File: config.mk
export PLATFORM = sky130hd
export DESIGN_NAME = motor_arbiter_flat
export DESIGN_NICKNAME = d
export VERILOG_FILES = /design/src/rtl/motor_arbiter_if.sv /design/src/rtl/motor_arbiter.sv /design/src/flat_wrapper.sv
export SDC_FILE = /design/constraint.sdc
export NUM_CORES = 1
export LEC_CHECK = 0
export CAP_MARGIN = 0
export CORE_MARGIN = 5
export CORE_UTILIZATION = 40
export CTS_CLUSTER_SIZE = 8
export DETAILED_ROUTE_END_ITERATION = 8
export SLEW_MARGIN = 5
export SYNTH_ARGS = -nofsm -noshare
export SYNTH_HDL_FRONTEND = slang
export SYNTH_SLANG_ARGS = --single-unit
File: constraint.sdc
create_clock -name clk -period 1.95 [get_ports clk]
set_clock_uncertainty 0.15 [all_clocks]
set_input_delay 0.195 -clock clk [delete_from_list [all_inputs] [get_ports clk]]
set_output_delay 0.195 -clock clk [all_outputs]
set_load 0.02 [all_outputs]
File: src/rtl/motor_arbiter_if.sv
// ------------------------------------------------------------------
// motor_arbiter_if : requester / H-bridge signal bundle. Rev 1.0
// ------------------------------------------------------------------
`default_nettype none

interface motor_arbiter_if;
   logic       enable;
   logic       overide;
   logic       turn_req;
   logic [1:0] turn_cmd;
   logic       turn_pwm;
   logic       seek_req;
   logic [1:0] seek_cmd;
   logic       seek_pwm;
   logic       f_IN1;
   logic       f_IN2;
   logic       f_IN3;
   logic       f_IN4;
   logic       f_enA;
   logic       f_enB;
   logic       turn_gnt;
   logic       seek_gnt;
   logic       fault_active;

   modport master (
      output enable, overide,
      output turn_req, turn_cmd, turn_pwm,
      output seek_req, seek_cmd, seek_pwm,
      input  f_IN1, f_IN2, f_IN3, f_IN4, f_enA, f_enB,
      input  turn_gnt, seek_gnt, fault_active
   );

   modport slave (
      input  enable, overide,
      input  turn_req, turn_cmd, turn_pwm,
      input  seek_req, seek_cmd, seek_pwm,
      output f_IN1, f_IN2, f_IN3, f_IN4, f_enA, f_enB,
      output turn_gnt, seek_gnt, fault_active
   );
endinterface

`default_nettype wire

File: src/rtl/motor_arbiter.sv
// ------------------------------------------------------------------
// motor_arbiter : turn/seek H-bridge arbiter with dead time and fault
// hold. MOTOR_ARBITER_BRAKE_EN brakes during dead time. Rev 1.0
// ------------------------------------------------------------------
`default_nettype none

module motor_arbiter #(
   parameter int DEADTIME_CYCLES = 4,
   parameter int FAULT_HOLD      = 1000
) (
   input  logic            clk,
   input  logic            rst,
   motor_arbiter_if.slave  bus
);

   localparam logic [1:0]  c_ST_IDLE  = 2'd0;
   localparam logic [1:0]  c_ST_DEAD  = 2'd1;
   localparam logic [1:0]  c_ST_DRIVE = 2'd2;
   localparam logic [1:0]  c_ST_FAULT = 2'd3;

   localparam logic [1:0]  c_CMD_STOP  = 2'b00;
   localparam logic [1:0]  c_CMD_FWD   = 2'b01;
   localparam logic [1:0]  c_CMD_LEFT  = 2'b10;

   localparam logic [15:0] c_DT_LOAD = 16'(DEADTIME_CYCLES - 1);
   localparam logic [15:0] c_FH_LOAD = 16'(FAULT_HOLD - 1);

   logic [1:0]  r_state;
   logic [15:0] r_cnt;
   logic        r_tgt;        // 0 = turn, 1 = seek
   logic [1:0]  r_cmd;

   logic [1:0]  w_state_nx;
   logic [15:0] w_cnt_nx;
   logic        w_tgt_nx;
   logic [1:0]  w_cmd_nx;

   logic        w_any_req;
   logic        w_win_tgt;
   logic [1:0]  w_win_cmd;

   logic [3:0]  w_in;
   logic        w_en;
   logic        w_turn_gnt;
   logic        w_seek_gnt;
   logic        w_fault;

   assign w_any_req = bus.turn_req | bus.seek_req;
   assign w_win_tgt = ~bus.turn_req;
   assign w_win_cmd = bus.turn_req ? bus.turn_cmd : bus.seek_cmd;

   always_ff @(posedge clk) begin
      if (rst) begin
         r_state <= c_ST_IDLE;
         r_cnt   <= '0;
         r_tgt   <= 1'b0;
         r_cmd   <= c_CMD_STOP;
      end else begin
         r_state <= w_state_nx;
         r_cnt   <= w_cnt_nx;
         r_tgt   <= w_tgt_nx;
         r_cmd   <= w_cmd_nx;
      end
   end

   // Overcurrent beats everything; a winner change re-enters dead time at once.
   always_comb begin
      w_state_nx = r_state;
      w_cnt_nx   = r_cnt;
      w_tgt_nx   = r_tgt;
      w_cmd_nx   = r_cmd;
      if (bus.overide) begin
         w_state_nx = c_ST_FAULT;
         w_cnt_nx   = c_FH_LOAD;
      end else if (r_state == c_ST_FAULT) begin
         if (r_cnt == '0) begin
            w_state_nx = c_ST_IDLE;
         end else begin
            w_cnt_nx = r_cnt - 16'd1;
         end
      end else if (!bus.enable || !w_any_req) begin
         w_state_nx = c_ST_IDLE;
         w_cnt_nx   = '0;
      end else if ((r_state == c_ST_IDLE) || (w_win_tgt != r_tgt) ||
                   (w_win_cmd != r_cmd)) begin
         w_state_nx = c_ST_DEAD;
         w_cnt_nx   = c_DT_LOAD;
         w_tgt_nx   = w_win_tgt;
         w_cmd_nx   = w_win_cmd;
      end else if (r_state == c_ST_DEAD) begin
         if (r_cnt == '0) begin
            w_state_nx = c_ST_DRIVE;
         end else begin
            w_cnt_nx = r_cnt - 16'd1;
         end
      end
   end

   always_comb begin
      w_in       = 4'b0000;
      w_en       = 1'b0;
      w_turn_gnt = 1'b0;
      w_seek_gnt = 1'b0;
      w_fault    = 1'b0;
      case (r_state)
         c_ST_DEAD: begin
            w_turn_gnt = ~r_tgt;
            w_seek_gnt = r_tgt;
`ifdef MOTOR_ARBITER_BRAKE_EN
            w_in       = 4'b1111;
            w_en       = 1'b1;
`else
            w_in       = 4'b0000;
            w_en       = 1'b0;
`endif
         end
         c_ST_DRIVE: begin
            w_turn_gnt = ~r_tgt;
            w_seek_gnt = r_tgt;
            case (r_cmd)
               c_CMD_STOP: w_in = 4'b0000;
               c_CMD_FWD:  w_in = 4'b1010;
               c_CMD_LEFT: w_in = 4'b0110;
               default:    w_in = 4'b1001;
            endcase
            w_en = (r_cmd != c_CMD_STOP) & (r_tgt ? bus.seek_pwm : bus.turn_pwm);
         end
         c_ST_FAULT: begin
            w_fault = 1'b1;
         end
         default: begin
         end
      endcase
   end

   assign bus.f_IN1        = w_in[3];
   assign bus.f_IN2        = w_in[2];
   assign bus.f_IN3        = w_in[1];
   assign bus.f_IN4        = w_in[0];
   assign bus.f_enA        = w_en;
   assign bus.f_enB        = w_en;
   assign bus.turn_gnt     = w_turn_gnt;
   assign bus.seek_gnt     = w_seek_gnt;
   assign bus.fault_active = w_fault;

endmodule

`default_nettype wire

File: src/flat_wrapper.sv
// flat-port wrapper written by rule: the top's interface ports become plain ports
module motor_arbiter_flat 
#(
   parameter int DEADTIME_CYCLES = 4,
   parameter int FAULT_HOLD      = 1000
)
  (clk, rst, bus_enable, bus_overide, bus_turn_req, bus_turn_cmd, bus_turn_pwm, bus_seek_req, bus_seek_cmd, bus_seek_pwm, bus_f_IN1, bus_f_IN2, bus_f_IN3, bus_f_IN4, bus_f_enA, bus_f_enB, bus_turn_gnt, bus_seek_gnt, bus_fault_active);
  motor_arbiter_if bus_i ();
  input  logic clk;
  input  logic rst;
  input wire logic [$bits(bus_i.enable)-1:0] bus_enable;
  input wire logic [$bits(bus_i.overide)-1:0] bus_overide;
  input wire logic [$bits(bus_i.turn_req)-1:0] bus_turn_req;
  input wire logic [$bits(bus_i.turn_cmd)-1:0] bus_turn_cmd;
  input wire logic [$bits(bus_i.turn_pwm)-1:0] bus_turn_pwm;
  input wire logic [$bits(bus_i.seek_req)-1:0] bus_seek_req;
  input wire logic [$bits(bus_i.seek_cmd)-1:0] bus_seek_cmd;
  input wire logic [$bits(bus_i.seek_pwm)-1:0] bus_seek_pwm;
  output wire logic [$bits(bus_i.f_IN1)-1:0] bus_f_IN1;
  output wire logic [$bits(bus_i.f_IN2)-1:0] bus_f_IN2;
  output wire logic [$bits(bus_i.f_IN3)-1:0] bus_f_IN3;
  output wire logic [$bits(bus_i.f_IN4)-1:0] bus_f_IN4;
  output wire logic [$bits(bus_i.f_enA)-1:0] bus_f_enA;
  output wire logic [$bits(bus_i.f_enB)-1:0] bus_f_enB;
  output wire logic [$bits(bus_i.turn_gnt)-1:0] bus_turn_gnt;
  output wire logic [$bits(bus_i.seek_gnt)-1:0] bus_seek_gnt;
  output wire logic [$bits(bus_i.fault_active)-1:0] bus_fault_active;
  assign bus_i.enable = bus_enable;
  assign bus_i.overide = bus_overide;
  assign bus_i.turn_req = bus_turn_req;
  assign bus_i.turn_cmd = bus_turn_cmd;
  assign bus_i.turn_pwm = bus_turn_pwm;
  assign bus_i.seek_req = bus_seek_req;
  assign bus_i.seek_cmd = bus_seek_cmd;
  assign bus_i.seek_pwm = bus_seek_pwm;
  assign bus_f_IN1 = bus_i.f_IN1;
  assign bus_f_IN2 = bus_i.f_IN2;
  assign bus_f_IN3 = bus_i.f_IN3;
  assign bus_f_IN4 = bus_i.f_IN4;
  assign bus_f_enA = bus_i.f_enA;
  assign bus_f_enB = bus_i.f_enB;
  assign bus_turn_gnt = bus_i.turn_gnt;
  assign bus_seek_gnt = bus_i.seek_gnt;
  assign bus_fault_active = bus_i.fault_active;
  motor_arbiter #(.DEADTIME_CYCLES(DEADTIME_CYCLES), .FAULT_HOLD(FAULT_HOLD)) u_core (.clk(clk), .rst(rst), .bus(bus_i));
endmodule
Word level (Yosys, flattened, before mapping). Index checks and enable logic that the tools add are counted.

Bits in registers: 21. Bits of input ports: 12. Output and inout port bits: 9. Word-level logic and storage cells: 58.

$add $sub $neg: 1. Equality and inequality tests: 8. Mux-type cells: 21. Bitwise operators: 7. Reductions and logical operators: 16.

Operator list (number): 16-bit two-way mux (5); 16-bit logical NOT (1); 2-bit two-way mux (8); 16-bit by 1-bit subtractor with 16-bit output, second input constant (1); 4-bit case mux with 3 select lines (1); 10-bit two-way mux (1); 4-bit nonzero test (2); 2-bit equality test, second input constant (3); 1-bit two-way mux (5); 1-bit inverter (5); 5-bit nonzero test (1); 2-bit by 1-bit equality test with 1-bit output, second input constant (2); 2-bit logical NOT (2); 4-bit two-way mux (1); 4-bit AND reduction (1); 2-bit OR reduction (2); 1-bit logical OR (3); 3-bit inequality test, second input constant (1); 3-bit AND reduction (1); 1-bit logical NOT (2); 2-bit inequality test (1); 2-bit nonzero test (1); 1-bit AND (1); 1-bit inequality test (1); 1-bit bitwise OR (1).

Logic depth before layout (Yosys ltp). Gate-level depths: netlist of run 1.

Word-level depth: 8. Gate-level depth with buffers: 9.

Least setup slack after synthesis of run 1. OpenSTA, ideal clock, no wires.

Path kind: reg-to-reg. Start: register u_core.r_cnt[0]. End: register u_core.r_cnt[0]. Setup time: 0.136 ns. Arrival time: 1.877 ns. Required time: 1.664 ns. Path slack: -0.213 ns. Cell stages (with the launch flop): 9. Path buffers: 1. Period minus slack after synthesis: 2.163 ns. Path through: dfxtp_1 inv_1 ha_1 nor2b_1 nand4b_4 or4_4 buf_6 a2111oi_0 a211oi_1.

Cells in the longest elaborated chain, start to end: 7. Elaborated cells between the ends (all ways): 8. Classes of those cells: add/sub: 1; mux: 6; reduce/logical: 1.

RTL lines: from (decl) (RTL line motor_arbiter.sv:29) `logic [15:0] r_cnt;`; from (signal assigned) (RTL line motor_arbiter.sv:60) `r_cnt <= w_cnt_nx;`; 16-bit by 1-bit subtractor with 16-bit output / 16-bit logical NOT (equally long branches); 16-bit two-way mux (*) (RTL line motor_arbiter.sv:76, motor_arbiter.sv:91); 16-bit two-way mux (RTL line motor_arbiter.sv:90) `end else if (r_state == c_ST_DEAD) begin`; 16-bit two-way mux (RTL line motor_arbiter.sv:84) `end else if ((r_state == c_ST_IDLE) || (w_win_tgt != r_tgt) ||`; 16-bit two-way mux (RTL line motor_arbiter.sv:81) `end else if (!bus.enable || !w_any_req) begin`; 16-bit two-way mux (*) (RTL line motor_arbiter.sv:75) `end else if (r_state == c_ST_FAULT) begin`; 10-bit two-way mux (*) (RTL line motor_arbiter.sv:72) `if (bus.overide) begin`.

Mark *: on every way between the ends. The rest lies on a longest branch, timed or not. The select of a mux whose other input is x is not followed. A chain may end at the register's enable or synchronous reset.

Final worst setup path of run 1.
Start: register u_core.r_cnt[11]. End: register u_core.r_cnt[2].

Cells in the longest elaborated chain, start to end: 7.

RTL lines (RTL line): 16-bit logical NOT (*) (motor_arbiter.sv:76, motor_arbiter.sv:91); 16-bit two-way mux (*); 16-bit two-way mux (3 in series); 16-bit two-way mux (*); 10-bit two-way mux (*).

Marked as above.

==> results of run 1 <==
## metal layers
layer	up-vias	routed length [um]
met5	-	0
met1	805	2250
li1	801	-
met4	0	145
met3	14	178
met2	36	2560
## cell families after synthesis
kind of cell	synth area share
xor gates and xnor gates	0.0362
buffers and inverters	0.0492
and+or+nand+nor	0.270
muxes	0.0207
adders and majority gates	0.0863
AOI/OAI and AO/OA	0.248
DFF	0.290
## power breakdown
| part | internal (uW) | leakage, uW | total, uW | switching (uW) |
|---|---|---|---|---|
| clock network | 77.0 | 0.0000177 | 240 | 163 |
| registers | 454 | 0.000175 | 470 | 16.8 |
| logic | 301 | 0.000829 | 590 | 289 |
| total | 832 | 0.00102 | 1300 | 468 |
## sequential cells by signal (all words and copies together) (netlist names)
signal and cells:
u_core.r_cmd 2, u_core.r_tgt 1, u_core.r_cnt 16, u_core.r_state 2
## worst min path at each step
stage	start	to	slack, ns	cells after the start
finish	bus_turn_req	u_core.r_tgt	0.31	3
global route	bus_turn_req	u_core.r_tgt	0.34	3
CTS	bus_turn_req	u_core.r_tgt	0.26	3
detailed placement	u_core.r_cnt[13]	u_core.r_cnt[13]	0.35	2
global placement	u_core.r_cnt[13]	u_core.r_cnt[13]	0.33	2
floorplan	rst	u_core.r_cmd[0]	0.12	1
## worst reg2reg max path: stages (launching register included)
cell and delay, ns:
dfxtp_2 0.36, nor4_4 0.36, nand4b_4 0.16, or4_4 0.53, buf_6 0.16, a41oi_2 0.20, a21oi_2 0.08
## stage by stage
step                setup slack, ns  instances
global placement             -0.652        283
detailed placement           -0.693        283
CTS                          -0.175        293
floorplan                   -0.0926        170
finish                       -0.145        300
global route                 -0.236        300
## cell type report
class / instances / area, sq um / area share
multi-input cells: 135 / 1310 / 0.516
repair buffers: 86 / 687 / 0.270
flip-flops and latches: 21 / 429 / 0.169
well taps: 46 / 57.6 / 0.0226
inverters: 8 / 30.0 / 0.0118
clock buffers: 3 / 22.5 / 0.00885
clock inverters: 1 / 5.00 / 0.00197
## cell usage in the layout, fill, tap and decap left out, types with 6 or more instances in the layout
master | synthesis | layout
a211oi_2 | 0 | 10
dfxtp_1 | 21 | 14
dfxtp_2 | 0 | 7
a21oi_1 | 16 | 10
ha_1 | 10 | 6
clkdlybuf4s50_1 | 0 | 10
buf_6 | 2 | 7
nor2_1 | 18 | 16
buf_4 | 1 | 59
## what timing repair did
item | in CTS | in global routing
gates resized for setup | 46 | 58
cloned | 0 | 0
pin swaps | 10 | 17
buffers inserted | 6 | 7
endpoints found under the setup margin | 30 | 25
==> reports/results.ini, run 1 <==
[yosys]
syn_area_per_cell_sq_um=8.53
async_flop_share=0
synth_ff_type=dfxtp_1
synth-seq-cells=21
synth_nets=192
synth-edff-count=0
synth_cell_types=47
synth_top_area_frac=0.290
synth_area_sq_um=1450
synth_most_common_cell=dfxtp_1
netlist_instances=170
synth_top_area_cell=dfxtp_1
yosysWarnings=0
yosys-top-cells-area=dfxtp_1 (29%), ha_1 (8.6%), a211oi_1 (6.2%)
yosysSeqAreaShare=0.290
synth_common_cells=dfxtp_1 (21), nor2_1 (18), a21oi_1 (16)

[cts]
clk_path_buf_depth=2
clock_sinks=21
clk_pin_slew_ns=0.15
clockRootBuffer=clkbuf_4
cts_hold_buffers=0
cts_tree=built
clock_latency_ns=0.33
htreeDepth=1
numCtsBuffers=3

[worst_setup_path]
critPathBufInv=1
crit_slowest_cell=or4_4
start_kind=flip-flop
cp_top_family=simple AND/OR/NAND/NOR gates
path_max_fanout=6
cp_num_cells=6
worstSetupEndpointType=flip-flop
worstPathArrival_ns=2.16
path_class=reg -> reg
reg2reg_depth=6
endpoint=u_core.r_cnt[2]
ff2ff_setup_slack_ns=-0.14
r2r_end=u_core.r_cnt[2]
cpPeakStageDelay_ns=0.53
worstSetupStartpoint=u_core.r_cnt[11]
crit_path_cell_trace=nor4_4, nand4b_4, or4_4, buf_6, a41oi_2, a21oi_2
crit_required_ns=2.02
r2r_start=u_core.r_cnt[11]

[sta]
setup_ws_ns=-0.145
period_share=1.07
max_freq_ghz=0.477
period_minus_slack_ns=2.09
final-setup-viol-count=13
rsz0062_at_grt=yes
relSlewSlack=0.692
drv_slew=0
finalSetupTns_ns=-1.03
finalHoldViolations=0
max_slew.worst_pin.slew_ns=0.459
timing.hold.ws_ns=0.309

[flow_run]
cap_violations=0

[die]
initial_utilization=0.425
boundaryPins=21
rows=21
fp.dieH_um=70.2
dieArea_sq_um=4930
dieWidth_um=70.2
core_area_sq_um=3420

[placement]
placed_area_sq_um=2120
portBuffers=20
hpwl_um=3150
gp_congestion=0.922

[grt]
grt_use_met2=0.297
antenna_found_initial=0
grt_util_met1=0.245
grt_max_degree=15
grt_pass1_vias=1564
grt_busiest_layer=met2
grt_pass1_wl_um=7400
grt_overflow_total=0
grtUsageMet3=0.0273
grtUsageTotal=0.182

[layout]
drive_above_1_share=0.559
fill_cells=233
diodes=0
finish.utilization=0.745
area_growth_pct=75.5
design_area_sq_um=2540
fin_nets=277

[detailed_routing]
ant_nets=0
vias=1656
drt_iter0_drc=105
drc_errors=0
dr.pass1.iters=6
avgRoutedWirePerCell_um=17.1
vias_per_cell=5.52
wl_um=5130

[power]
power_uw=1300
irDropWorstVdd_mv=0.523
power.density_nw_per_um2=511
power_leakage_uw=0.00102

[outcome]
outcome=finished, violations left
violations=setup timing

[hold_path]
min_path_type=in -> reg

No activity file was read; power rests on OpenSTA's default activity.
==> run 2, diff against run 1 <==
ABC_AREA = 0   (was unset)
CORE_UTILIZATION = 48   (was 40)
PLACE_DENSITY = 0.75   (was unset)
==> reports/results.ini, run 2 (synthesized netlist as in run 1, its figures left out) <==
[hold_path]
min_path_type=in -> reg
min_to=u_core.r_tgt
min-delay-start=bus_turn_req
min_path_cells=3  ; unchanged

[power]
pwr-share-comb=0.457  ; +0.003
irDropWorstVdd_mv=0.328  ; -37%
power_switching_uw=466  ; -0.53%
switching_share=0.363  ; +0.00251
power_leakage_uw=0.000987  ; -3.4%
p_int_uw=818  ; -1.6%
power_uw=1280  ; -1.2%
pwr-share-seq=0.372  ; +0.010
clock_power_share=0.171  ; -0.013
power.density_nw_per_um2=518  ; +1.5%

[placement]
post-place-ws_ns=-0.642  ; +0.0516 ns
portBuffers=20  ; unchanged
gp_congestion=0.879  ; -4.7%
placed_area_sq_um=2080  ; -1.8%
hpwl_um=3250  ; +3.3%

[worst_setup_path]
worstSetupEndpointType=flip-flop
cpPeakStageDelay_ns=0.38  ; -0.15 ns
crit_slowest_cell=dfxtp_2
r2r_end=u_core.r_state[1]
reg2reg_depth=8  ; +2
r2r_start=u_core.r_state[0]
crit_path_frequent_cell=a211oi_2
path_max_fanout=5  ; -1
start_kind=flip-flop
path_class=reg -> reg
crit_required_ns=2.00  ; -0.02 ns
crit_path_cell_trace=inv_1, ha_1, nor2_2, a41oi_4, buf_6, nand2b_4, a211oi_2, a211oi_2
worstPathArrival_ns=2.15  ; about the same
ff2ff_setup_slack_ns=-0.16  ; about the same

[sta]
rsz0062_at_grt=yes
finalSetupTns_ns=-1.14  ; -0.101 ns
max_slew.worst_pin.slew_ns=0.505  ; +0.0457 ns
setup_ws_ns=-0.156  ; -0.0115 ns
period_minus_slack_ns=2.11  ; +0.0115 ns
max_freq_ghz=0.475  ; -0.55%
relSlewSlack=0.662  ; -0.0302
drv_slew=0  ; unchanged
finalHoldViolations=0  ; unchanged
final-setup-viol-count=14  ; +1
period_share=1.08  ; +0.00592

[cts]
clock_latency_ns=0.31  ; -0.02 ns
numCtsBuffers=3  ; unchanged
clockRootBuffer=clkbuf_4
cts_tree=built
cts_hold_buffers=0  ; unchanged
htreeDepth=1  ; unchanged
clk_path_buf_depth=2  ; unchanged
clk_pin_slew_ns=0.12  ; -0.03 ns
clock_sinks=21  ; unchanged

[layout]
area_growth_pct=70.8
fill_cells=148  ; -36%
largest_register_ffs=16  ; unchanged
drive_above_1_share=0.522  ; -0.0370
largestRegisters=u_core.r_cnt x16, u_core.r_cmd x2, u_core.r_state x2
diodes=0  ; unchanged
design_area_sq_um=2480  ; -2.7%
largest-register=u_core.r_cnt
mostFrequentLayoutCells=buf_4 (57), nor2_1 (15), a21oi_1 (13), dfxtp_1 (13), clkdlybuf4s50_1 (10)
fin_nets=272  ; -1.8%
layout_commonest_cell=buf_4

[die]
core_area_sq_um=2980  ; -13%
dieArea_sq_um=4220  ; -14%
boundaryPins=21  ; unchanged
fp.dieH_um=65.0  ; -7.5%
initial_utilization=0.487  ; +0.0624
rows=20  ; -4.8%
dieWidth_um=65.0  ; -7.5%

[flow_run]
cap_violations=0  ; unchanged

[outcome]
outcome=finished, violations left
violations=setup timing

[detailed_routing]
wl_um=6270  ; +22%
vias=1799  ; +8.6%
ant_nets=0  ; unchanged
drc_errors=0  ; unchanged
vias_per_cell=6.38  ; +16%
dr.pass1.iters=7  ; +1
drt_iter0_drc=91  ; -13%
avgRoutedWirePerCell_um=22.2  ; +30%

[grt]
grtUsageTotal=0.245  ; +0.0635
grt_overflow_total=0  ; unchanged
grt_max_degree=15  ; unchanged
antenna_found_initial=0  ; unchanged
grt_pass1_vias=1710  ; +9.3%
grt_pass1_wl_um=8170  ; +10%

## run 2: what timing repair did
| action | CTS | global route |
|---|---|---|
| buffers inserted | 4 | 8 |
| pin swaps | 12 | 20 |
| gates resized for setup | 53 | 46 |
| setup endpoints to repair | 30 | 27 |
## run 2: worst max path at each step
| stage | start | endpoint | slack (ns) | cells past startpoint |
|---|---|---|---|---|
| floorplan | u_core.r_cnt[13] | u_core.r_cnt[0] | -0.09 | 6 |
| global placement | bus_turn_req | u_core.r_cnt[2] | -0.51 | 7 |
| detailed placement | bus_turn_req | u_core.r_cnt[3] | -0.64 | 7 |
| CTS | u_core.r_cnt[13] | u_core.r_cnt[0] | -0.10 | 5 |
| global route | u_core.r_state[1] | u_core.r_state[0] | -0.21 | 6 |
| finish | u_core.r_state[0] | u_core.r_state[1] | -0.16 | 8 |
## run 2: layout make-up
type | instances | area, sq um | area share
Clock buffer | 4 | 26.3 | 0.0106
Inverter | 8 | 30.0 | 0.0121
Multi-Input combinational cell | 135 | 1290 | 0.521
Sequential cell | 21 | 435 | 0.176
Tap cell | 33 | 41.3 | 0.0167
Timing Repair Buffer | 81 | 654 | 0.264
## run 2: worst max-delay path, delay by kind of cell, from the launching register on
family                   cells  cell delay (ns)
AO/OA/AOI/OAI                3             0.60
adder cells (fa/ha/maj)      1             0.25
buffers and inverters        2             0.25
flip-flops                   1             0.38
AND/OR/NAND/NOR              2             0.36
## run 2: layer usage
layer | track usage | vias to the layer above | share of wire
li1 | - | 786 | -
met1 | 0.295 | 887 | 0.40
met2 | 0.452 | 103 | 0.51
met3 | 0.0347 | 23 | 0.060
met4 | 0.0607 | 0 | 0.029
met5 | 0 | - | 0
## run 2: through the flow
step / util / hold slack, ns / instances
3_5_place_dp: 0.699 / 0.378 / 267
3_3_place_gp: 0.699 / 0.364 / 267
6_report: 0.832 / 0.323 / 282
4_1_cts: 0.773 / 0.244 / 275
5_1_grt: 0.832 / 0.316 / 282
2_1_floorplan: - / 0.118 / 170
## run 2: power groups by stage
| stage | Sequential, uW | Combinational (uW) | Clock, uW |
|---|---|---|---|
| after floorplan | 485 | 215 | 0 |
| after global routing | 480 | 618 | 243 |
| after global placement | 478 | 407 | 0 |
| after CTS | 472 | 485 | 220 |
| final | 478 | 587 | 219 |
| after detailed placement | 480 | 421 | 0 |
